===== config.mk =====
export PLATFORM = sky130hd
export DESIGN_NAME = imm_encoder
export DESIGN_NICKNAME = d
export VERILOG_FILES = /design/src/rtl/imm_encoder.sv
export SDC_FILE = /design/constraint.sdc
export NUM_CORES = 1
export LEC_CHECK = 0
export ABC_AREA = 1
export CORE_MARGIN = 8
export CORE_UTILIZATION = 30
export DETAILED_ROUTE_END_ITERATION = 8
export PLACE_DENSITY = 0.55
export SLEW_MARGIN = 20
export SYNTH_ARGS = -nofsm -noshare
export SYNTH_HDL_FRONTEND = slang
export SYNTH_SLANG_ARGS = --single-unit

===== constraint.sdc =====
create_clock -name clk -period 2.9 [get_ports clk]
set_clock_uncertainty 0.15 [all_clocks]
set_input_delay 0.58 -clock clk [delete_from_list [all_inputs] [get_ports clk]]
set_output_delay 0.58 -clock clk [all_outputs]
set_load 0.1 [all_outputs]

===== src/rtl/imm_encoder.sv =====
// RV32I instruction assembler: packs decoded fields and a full immediate into I/S/B/U/J words,
// and expands the LI pseudo-op into ADDI, LUI, or a LUI+ADDI pair.
module imm_encoder #(
  parameter int unsigned ERR_CNT_W = 8
) (
  input  logic                 clk,
  input  logic                 reset,
  input  logic                 in_valid,
  output logic                 in_ready,
  input  logic [2:0]           in_fmt,
  input  logic [6:0]           in_opcode,
  input  logic [4:0]           in_rd,
  input  logic [4:0]           in_rs1,
  input  logic [4:0]           in_rs2,
  input  logic [2:0]           in_funct3,
  input  logic [31:0]          in_imm,
  output logic                 out_valid,
  input  logic                 out_ready,
  output logic [31:0]          out_instr,
  output logic                 out_err,
  output logic [ERR_CNT_W-1:0] err_cnt,
  output logic                 busy
);

  localparam logic [2:0] FmtI  = 3'd0;
  localparam logic [2:0] FmtS  = 3'd1;
  localparam logic [2:0] FmtB  = 3'd2;
  localparam logic [2:0] FmtU  = 3'd3;
  localparam logic [2:0] FmtJ  = 3'd4;
  localparam logic [2:0] FmtLi = 3'd5;

  localparam logic [6:0] OpLui  = 7'h37;
  localparam logic [6:0] OpAddi = 7'h13;
  localparam logic [31:0] Nop   = 32'h0000_0013;

  typedef enum logic [0:0] {StIdle, StLiLo} state_e;

  state_e                 state_q;
  logic                   out_valid_q;
  logic                   out_err_q;
  logic [31:0]            out_instr_q;
  logic [31:0]            li_lo_q;
  logic [ERR_CNT_W-1:0]   err_cnt_q;

  logic                   fits_12;
  logic                   fits_13;
  logic                   fits_21;
  logic [19:0]            li_hi;
  logic [31:0]            li_addi_word;
  logic [31:0]            enc_word;
  logic                   enc_err;
  logic                   li_two;
  logic                   in_fire;
  logic                   out_fire;

  always_comb begin
    // Signed range tests: the value fits when all bits above the field's sign bit agree.
    fits_12 = (in_imm[31:11] == {21{in_imm[11]}});
    fits_13 = (in_imm[31:12] == {20{in_imm[12]}});
    fits_21 = (in_imm[31:20] == {12{in_imm[20]}});
    // (imm + 0x800)[31:12] compensates for the sign-extended ADDI low part; wraps mod 2^20.
    li_hi        = in_imm[31:12] + {19'd0, in_imm[11]};
    li_addi_word = {in_imm[11:0], in_rd, 3'b000, in_rd, OpAddi};

    enc_word = Nop;
    enc_err  = 1'b0;
    li_two   = 1'b0;
    case (in_fmt)
      FmtI: begin
        enc_word = {in_imm[11:0], in_rs1, in_funct3, in_rd, in_opcode};
        enc_err  = !fits_12;
      end
      FmtS: begin
        enc_word = {in_imm[11:5], in_rs2, in_rs1, in_funct3, in_imm[4:0], in_opcode};
        enc_err  = !fits_12;
      end
      FmtB: begin
        enc_word = {in_imm[12], in_imm[10:5], in_rs2, in_rs1, in_funct3, in_imm[4:1],
                    in_imm[11], in_opcode};
        enc_err  = !fits_13 || in_imm[0];
      end
      FmtU: begin
        enc_word = {in_imm[31:12], in_rd, in_opcode};
        enc_err  = (in_imm[11:0] != 12'd0);
      end
      FmtJ: begin
        enc_word = {in_imm[20], in_imm[10:1], in_imm[11], in_imm[19:12], in_rd, in_opcode};
        enc_err  = !fits_21 || in_imm[0];
      end
      FmtLi: begin
        if (fits_12) begin
          enc_word = {in_imm[11:0], 5'd0, 3'b000, in_rd, OpAddi};
        end else begin
          enc_word = {li_hi, in_rd, OpLui};
          li_two   = (in_imm[11:0] != 12'd0);
        end
      end
      default: begin
        enc_word = Nop;
        enc_err  = 1'b1;
      end
    endcase
  end

  assign in_ready  = (state_q == StIdle) && (!out_valid_q || out_ready);
  assign in_fire   = in_valid && in_ready;
  assign out_fire  = out_valid_q && out_ready;

  always_ff @(posedge clk or posedge reset) begin
    if (reset) begin
      state_q     <= StIdle;
      out_valid_q <= 1'b0;
      out_instr_q <= 32'd0;
      out_err_q   <= 1'b0;
      li_lo_q     <= 32'd0;
      err_cnt_q   <= '0;
    end else begin
      if (out_fire && out_err_q && (err_cnt_q != {ERR_CNT_W{1'b1}})) begin
        err_cnt_q <= err_cnt_q + ERR_CNT_W'(1);
      end
      case (state_q)
        StIdle: begin
          if (in_fire) begin
            out_valid_q <= 1'b1;
            out_instr_q <= enc_word;
            out_err_q   <= enc_err;
            if (li_two) begin
              li_lo_q <= li_addi_word;
              state_q <= StLiLo;
            end
          end else if (out_fire) begin
            out_valid_q <= 1'b0;
          end
        end
        StLiLo: begin
          // LUI word leaves; ADDI word takes its place with no bubble.
          if (out_fire) begin
            out_instr_q <= li_lo_q;
            out_err_q   <= 1'b0;
            state_q     <= StIdle;
          end
        end
        default: state_q <= StIdle;
      endcase
    end
  end

  assign out_valid = out_valid_q;
  assign out_instr = out_instr_q;
  assign out_err   = out_err_q;
  assign err_cnt   = err_cnt_q;
  assign busy      = (state_q != StIdle) || out_valid_q;

endmodule


==> results of run 1 <==
-- layout make-up --
| cell class | instances | area (um^2) | share of cell area, % |
|---|---|---|---|
| Clock buffer | 11 | 233 | 4.02 |
| Clock inverter | 3 | 15.0 | 0.259 |
| Inverter | 58 | 218 | 3.76 |
| Multi-Input combinational cell | 450 | 2240 | 38.6 |
| Sequential cell | 61 | 1530 | 26.3 |
| Tap cell | 176 | 220 | 3.80 |
| Timing Repair Buffer | 153 | 1340 | 23.2 |
-- worst register-to-register path: stages (launching register included) --
cell and delay, ns:
dfrtp_1 0.52, a21oi_4 0.23, nand2_1 0.17, nand2_1 0.16
inv_2 0.22, a21oi_1 0.29, a21oi_1 0.10
-- layer usage --
layer  up-vias  track usage [%]
met5         -                0
met4         0             5.99
met3        20             4.05
met2       135             29.0
met1      2122             22.9
li1       2239                -
-- through the flow --
step	setup slack, ns	area [um^2]	total power, mW
2_1_floorplan	0.137	4090	3.43
3_3_place_gp	0.0827	5550	4.19
3_5_place_dp	0.0815	5550	4.21
4_1_cts	0.421	5800	5.15
5_1_grt	0.212	5800	5.35
6_report	0.437	5800	5.11
-- cells in the final DEF (no fill, tap or decap), types with 7 or more instances in the layout --
cell type,Yosys,final
o22ai_1,7,7
nand4_1,17,17
nand3_1,44,44
inv_1,53,52
nand2_1,168,168
buf_4,1,87
a21oi_1,39,38
nor3_1,11,11
o21ai_1,10,10
dfrtp_1,61,61
o21ai_0,26,26
clkbuf_16,0,9
clkdlybuf4s50_1,0,63
nor2_1,66,66
xor2_1,16,16
-- registers in the layout (all words and copies together), names as in the netlist --
signal	count
err_cnt	8
out_err	1
out_valid	1
state_q	1
out_instr	32
li_lo_q	18
-- worst paths after layout --
path / startpoint / to / slack, ns / depth (start not counted)
worst max-delay path: in_imm[12] / out_instr[25] / 0.44 / 14
max in group asynchronous: reset / out_instr[8] / 1.61 / 3
min in group asynchronous: reset / out_instr[26] / 0.41 / 2
worst min register to register: li_lo_q[4] / li_lo_q[4] / 0.32 / 2
worst min-delay path: li_lo_q[4] / li_lo_q[4] / 0.32 / 2
worst max register to register: state_q / out_instr[1] / 0.95 / 6
-- report_power, final --
| part | internal (mW) | switching (mW) | leakage (nW) | total [mW] |
|---|---|---|---|---|
| clock network | 0.563 | 0.360 | 0.125 | 0.922 |
| registers | 1.14 | 0.209 | 0.741 | 1.35 |
| logic | 0.638 | 2.20 | 1.96 | 2.83 |
| total | 2.34 | 2.76 | 2.83 | 5.11 |
-- cell families (layout without fill, tap and decap cells) --
| group | after synthesis | after routing | synth area share (%) |
|---|---|---|---|
| buffers and inverters | 79 | 225 | 7.92 |
| and+or+nand+nor | 316 | 316 | 33.3 |
| adders and majority gates | 4 | 4 | 1.23 |
| xor gates and xnor gates | 20 | 20 | 4.30 |
| AOI/OAI and AO/OA | 110 | 110 | 15.8 |
| DFF | 61 | 61 | 37.4 |
==> flow_summary.json, run 1 <==
{
  "outcome": "finished, final reports clean",
  "slew_headroom_pct": 66.4,
  "async_flop_share_pct": 100,
  "grt_pass1_wl_um": 25300,
  "worst_pin_slew_ns": 0.503,
  "io_buffers": 107,
  "synth_cell_types": 37,
  "insertion_delay_ns": 0.33,
  "die_area_um2": 17600,
  "drt_wl_total_um": 15600,
  "track_usage_pct": 17.9,
  "wl_met2_um": 7400,
  "gp_routability_congestion": 0.889,
  "yosys_warnings": 0,
  "cp_slowest_cell": "clkdlybuf4s50_1",
  "dieHeight_um": 133,
  "power.static_leakage_nw": 2.83,
  "die_x_um": 133,
  "synth-edff-count": 0,
  "postRouteAntennaNets": 0,
  "drtIter0Drc": 308,
  "clock.fmax_mhz": 406,
  "worstPathArrival_ns": 2.56,
  "synth_top_area_cell": "dfrtp_1",
  "syn2layout_area_growth_pct": 42.1,
  "cp_max_fo": 11,
  "pwr_density_cell_nw_per_um2": 881,
  "hold_buffers": 0,
  "synth_top_flop_cell": "dfrtp_1",
  "fin_crit_ns": 2.46,
  "post_cts_buffers": 0,
  "initial_core_util_pct": 30.8,
  "antenna_found_initial": 0,
  "fin_cells": 912,
  "drive_above_1_share_pct": 16.4,
  "finalHoldViolations": 0,
  "cts_root_buf": "clkbuf_16",
  "synth_area_um2": 4080,
  "nets": 801,
  "yosysMostFrequentCell": "nand2_1",
  "drv_cap": 0,
  "num-fill-cells": 1424,
  "final_max_slew_viol_count": 0,
  "finalSetupViolations": 0,
  "critPathKind": "in -> reg",
  "vias_per_cell": 4.95,
  "final_core_util_pct": 43.8,
  "synth.net_count": 658,
  "synth.top_cell.area_share_pct": 37.4,
  "grt_max_degree": 33,
  "wl_met1_um": 7040,
  "critPathCaptureType": "flip-flop",
  "top_layer": "met4",
  "clk_pin_slew_worst_paths_ns": 0.05,
  "period_share_pct": 84.9,
  "rsz0062_at_grt": "false",
  "htree_levels": 3,
  "syn_inst": 590,
  "synth_area_leaders": "dfrtp_1 37%, nand2_1 15%, nor2_1 6.1%",
  "cts_made_buffers": 9,
  "first_pass_iters": 5,
  "ctsResizeCount": 0,
  "cts_tree": "done",
  "max_stage_delay_ns": 0.52,
  "ir_drop_v": 0.000472,
  "crit_chain": "clkdlybuf4s50_1 -> ha_1 -> inv_1 -> nand2_1 -> nor2_2 -> nand2_2 -> nor2_4 -> nand3_4 -> buf_4 -> nand2_1 -> nand3_1 -> nand2_1 -> nand2_1 -> a21oi_1",
  "placed_cells": 898,
  "critical_path.top_delay_family": "buffers and inverters",
  "dp_hpwl_um": 12600,
  "setup_tns_ns": 0,
  "hold_class": "reg -> reg",
  "cts_buffer_depth": 2,
  "drc": 0,
  "fin_hold_ws_ns": 0.320,
  "routedWlPerCell_um": 17.1,
  "synth_common_cells": "168 x nand2_1, 66 x nor2_1, 61 x dfrtp_1",
  "vias": 4516,
  "cp.required_ns": 3.00,
  "ys_seq_area_share_pct": 37.4,
  "top_level_ports": 108,
  "coreArea_um2": 13200,
  "first_global_vias": 4677,
  "timing.critical_path.buf_inv": 3,
  "cts.sinks": 61,
  "path_common_cell": "nand2_1",
  "synth_seq_cells": 61,
  "grt-ovfl-total": 0,
  "dr_wl_met3_um": 857,
  "startpoint_type": "input port",
  "rows": 42,
  "diodes": 0,
  "syn_avg_cell_area_um2": 6.91
}
Power figures use the tool's default switching activity.
==> run 2, diff against run 1 <==
==> constraint.sdc (replaced) <==
create_clock -name clk -period 2.4 [get_ports clk]
set_clock_uncertainty 0.15 [all_clocks]
set_input_delay 0.48 -clock clk [delete_from_list [all_inputs] [get_ports clk]]
set_output_delay 0.48 -clock clk [all_outputs]
set_load 0.1 [all_outputs]
==> run 2 against run 1 <==
Sequential power rose by 21%. Global-route usage fell by 0.17 points. Non-clock buffer count rose by 54. Combinational power rose by 24%.
==> flow_summary.json, run 2 (synthesis gave the netlist of run 1 again) <==
{
  "grt-ovfl-total": 0,
  "nets": 856,
  "fin_crit_ns": 2.28,
  "finalHoldViolations": 0,
  "vias_per_cell": 4.79,
  "top_level_ports": 108,
  "p_sw_share_pct": 52.0,
  "worst_pin_slew_ns": 0.477,
  "power.static_leakage_nw": 3.14,
  "cts_buffer_depth": 2,
  "critPathKind": "in -> reg",
  "grt.busiest_layer": "met2",
  "setup_tns_ns": 0,
  "switchingPower_mw": 3.36,
  "grt_max_degree": 28,
  "grt_pass1_wl_um": 25200,
  "seqPwrFrac_pct": 25.2,
  "final_max_slew_viol_count": 0,
  "final_cell_mix": "164 x nand2_1, 137 x buf_4, 64 x nor2_1",
  "postRouteAntennaNets": 0,
  "cp.required_ns": 2.50,
  "drv_cap": 0,
  "insertion_delay_ns": 0.32,
  "largest_register_ffs": 32,
  "clkPwrFrac_pct": 20.6,
  "cp_max_fo": 27,
  "final_common_cell": "nand2_1",
  "finalSetupViolations": 0,
  "diodes": 0,
  "dp_slack_ns": -0.529,
  "drtIter0Drc": 388,
  "coreArea_um2": 13200,
  "htree_levels": 3,
  "drive_above_1_share_pct": 23.8,
  "hold_buffers": 0,
  "use_met1_pct": 23.1,
  "outcome": "finished, final reports clean",
  "initial_core_util_pct": 30.8,
  "dp_hpwl_um": 12900,
  "slew_headroom_pct": 68.2,
  "use_met3_pct": 3.52,
  "clock.fmax_mhz": 438,
  "routedWlPerCell_um": 16.1,
  "num-fill-cells": 1411,
  "dieHeight_um": 133,
  "die_area_um2": 17600,
  "rows": 42,
  "critPathCaptureType": "flip-flop",
  "first_global_vias": 4720,
  "track_usage_pct": 17.7,
  "first_pass_iters": 5,
  "hold_class": "in -> async",
  "worstPathArrival_ns": 2.38,
  "fin_hold_ws_ns": 0.302,
  "grt_util_met2_pct": 28.9,
  "cts_tree": "done",
  "drc": 0,
  "pwr_density_cell_nw_per_um2": 1020,
  "die_x_um": 133,
  "ir_drop_v": 0.000428,
  "startpoint_type": "input port",
  "comb_power_share_pct": 54.2,
  "cts_made_buffers": 9,
  "gp_routability_congestion": 0.905,
  "setup_slack_ns": 0.118,
  "p_int_mw": 3.11,
  "syn2layout_area_growth_pct": 55.8,
  "antenna_found_initial": 0,
  "cts_root_buf": "clkbuf_16",
  "period_share_pct": 95.1,
  "vias": 4646,
  "cts.sinks": 61,
  "clk_pin_slew_worst_paths_ns": 0.05,
  "io_buffers": 107,
  "drt_wl_total_um": 15600
}
==> run 2: cell types whose count changed in the layout (fill, tap and decap cells not counted), sizes merged <==
cell           change
nand3              +1
clkinvlp           +1
clkinv             -2
dlymetal6s2s       +2
buf               +54
bufinv             +1
clkdlybuf4s50      -2
clkbuf             +2
==> run 2: final timing paths <==
check / start / end / slack (ns) / cells past startpoint
setup / recovery: in_imm[30] / li_lo_q[24] / 0.12 / 13
min in group clk: li_lo_q[4] / li_lo_q[4] / 0.32 / 2
hold reg to reg: li_lo_q[4] / li_lo_q[4] / 0.32 / 2
max in group asynchronous: reset / out_instr[3] / 1.33 / 3
setup reg to reg: state_q / out_instr[17] / 0.52 / 6
hold / removal: reset / li_lo_q[28] / 0.30 / 2
==> run 2: power by group through the flow <==
stage / logic, mW / registers (mW) / clock network, mW
finish: 3.51 / 1.63 / 1.33
global route: 3.68 / 1.68 / 1.40
CTS: 3.53 / 1.63 / 1.35
detailed placement: 3.53 / 1.65 / 0
global placement: 3.50 / 1.64 / 0
floorplan: 0.744 / 3.40 / 0
==> run 2: final cells by class <==
cell class | count | area, um^2 | area share, %
inverters | 58 | 218 | 3.43
clock inverters | 3 | 42.5 | 0.670
multi-input cells | 451 | 2290 | 36.0
flip-flops and latches | 61 | 1530 | 24.0
well taps | 176 | 220 | 3.47
repair buffers | 207 | 1790 | 28.1
clock buffers | 13 | 270 | 4.25
==> run 2: timing repair <==
| action | 4_1_cts | 5_1_grt |
|---|---|---|
| pin swaps | 0 | 1 |
| gates cloned | 0 | 1 |
| setup buffers | 0 | 1 |
| gates resized for setup | 3 | 10 |
| setup endpoints to repair | 2 | 20 |
==> run 2: layer usage <==
| metal | share of wire [%] | wire (um) | vias to the layer above |
|---|---|---|---|
| met2 | 47 | 7350 | 127 |
| li1 | - | - | 2356 |
| met5 | 0 | 0 | - |
| met1 | 47 | 7280 | 2148 |
| met3 | 4.8 | 742 | 15 |
| met4 | 1.5 | 231 | 0 |
==> run 2: worst max-delay path, cell delays in order <==
cell and delay, ns:
clkdlybuf4s50_1 0.48, nor2_1 0.18, nand2_1 0.07, nor2_1 0.08, nor2_1 0.05, buf_4 0.13
nor2_4 0.17, nand3_4 0.14, buf_4 0.18, nand4_4 0.07, buf_12 0.17, nand2_1 0.07
o21ai_1 0.08
==> run 2: through the flow <==
| stage | util, % | instances | power (mW) | cell area, um^2 |
|---|---|---|---|---|
| global route | 48.0 | 969 | 6.77 | 6350 |
| detailed placement | 45.1 | 951 | 5.18 | 5980 |
| CTS | 47.6 | 967 | 6.52 | 6300 |
| floorplan | - | 590 | 4.15 | 4100 |
| finish | 48.0 | 969 | 6.47 | 6350 |
| global placement | 45.1 | 951 | 5.14 | 5980 |
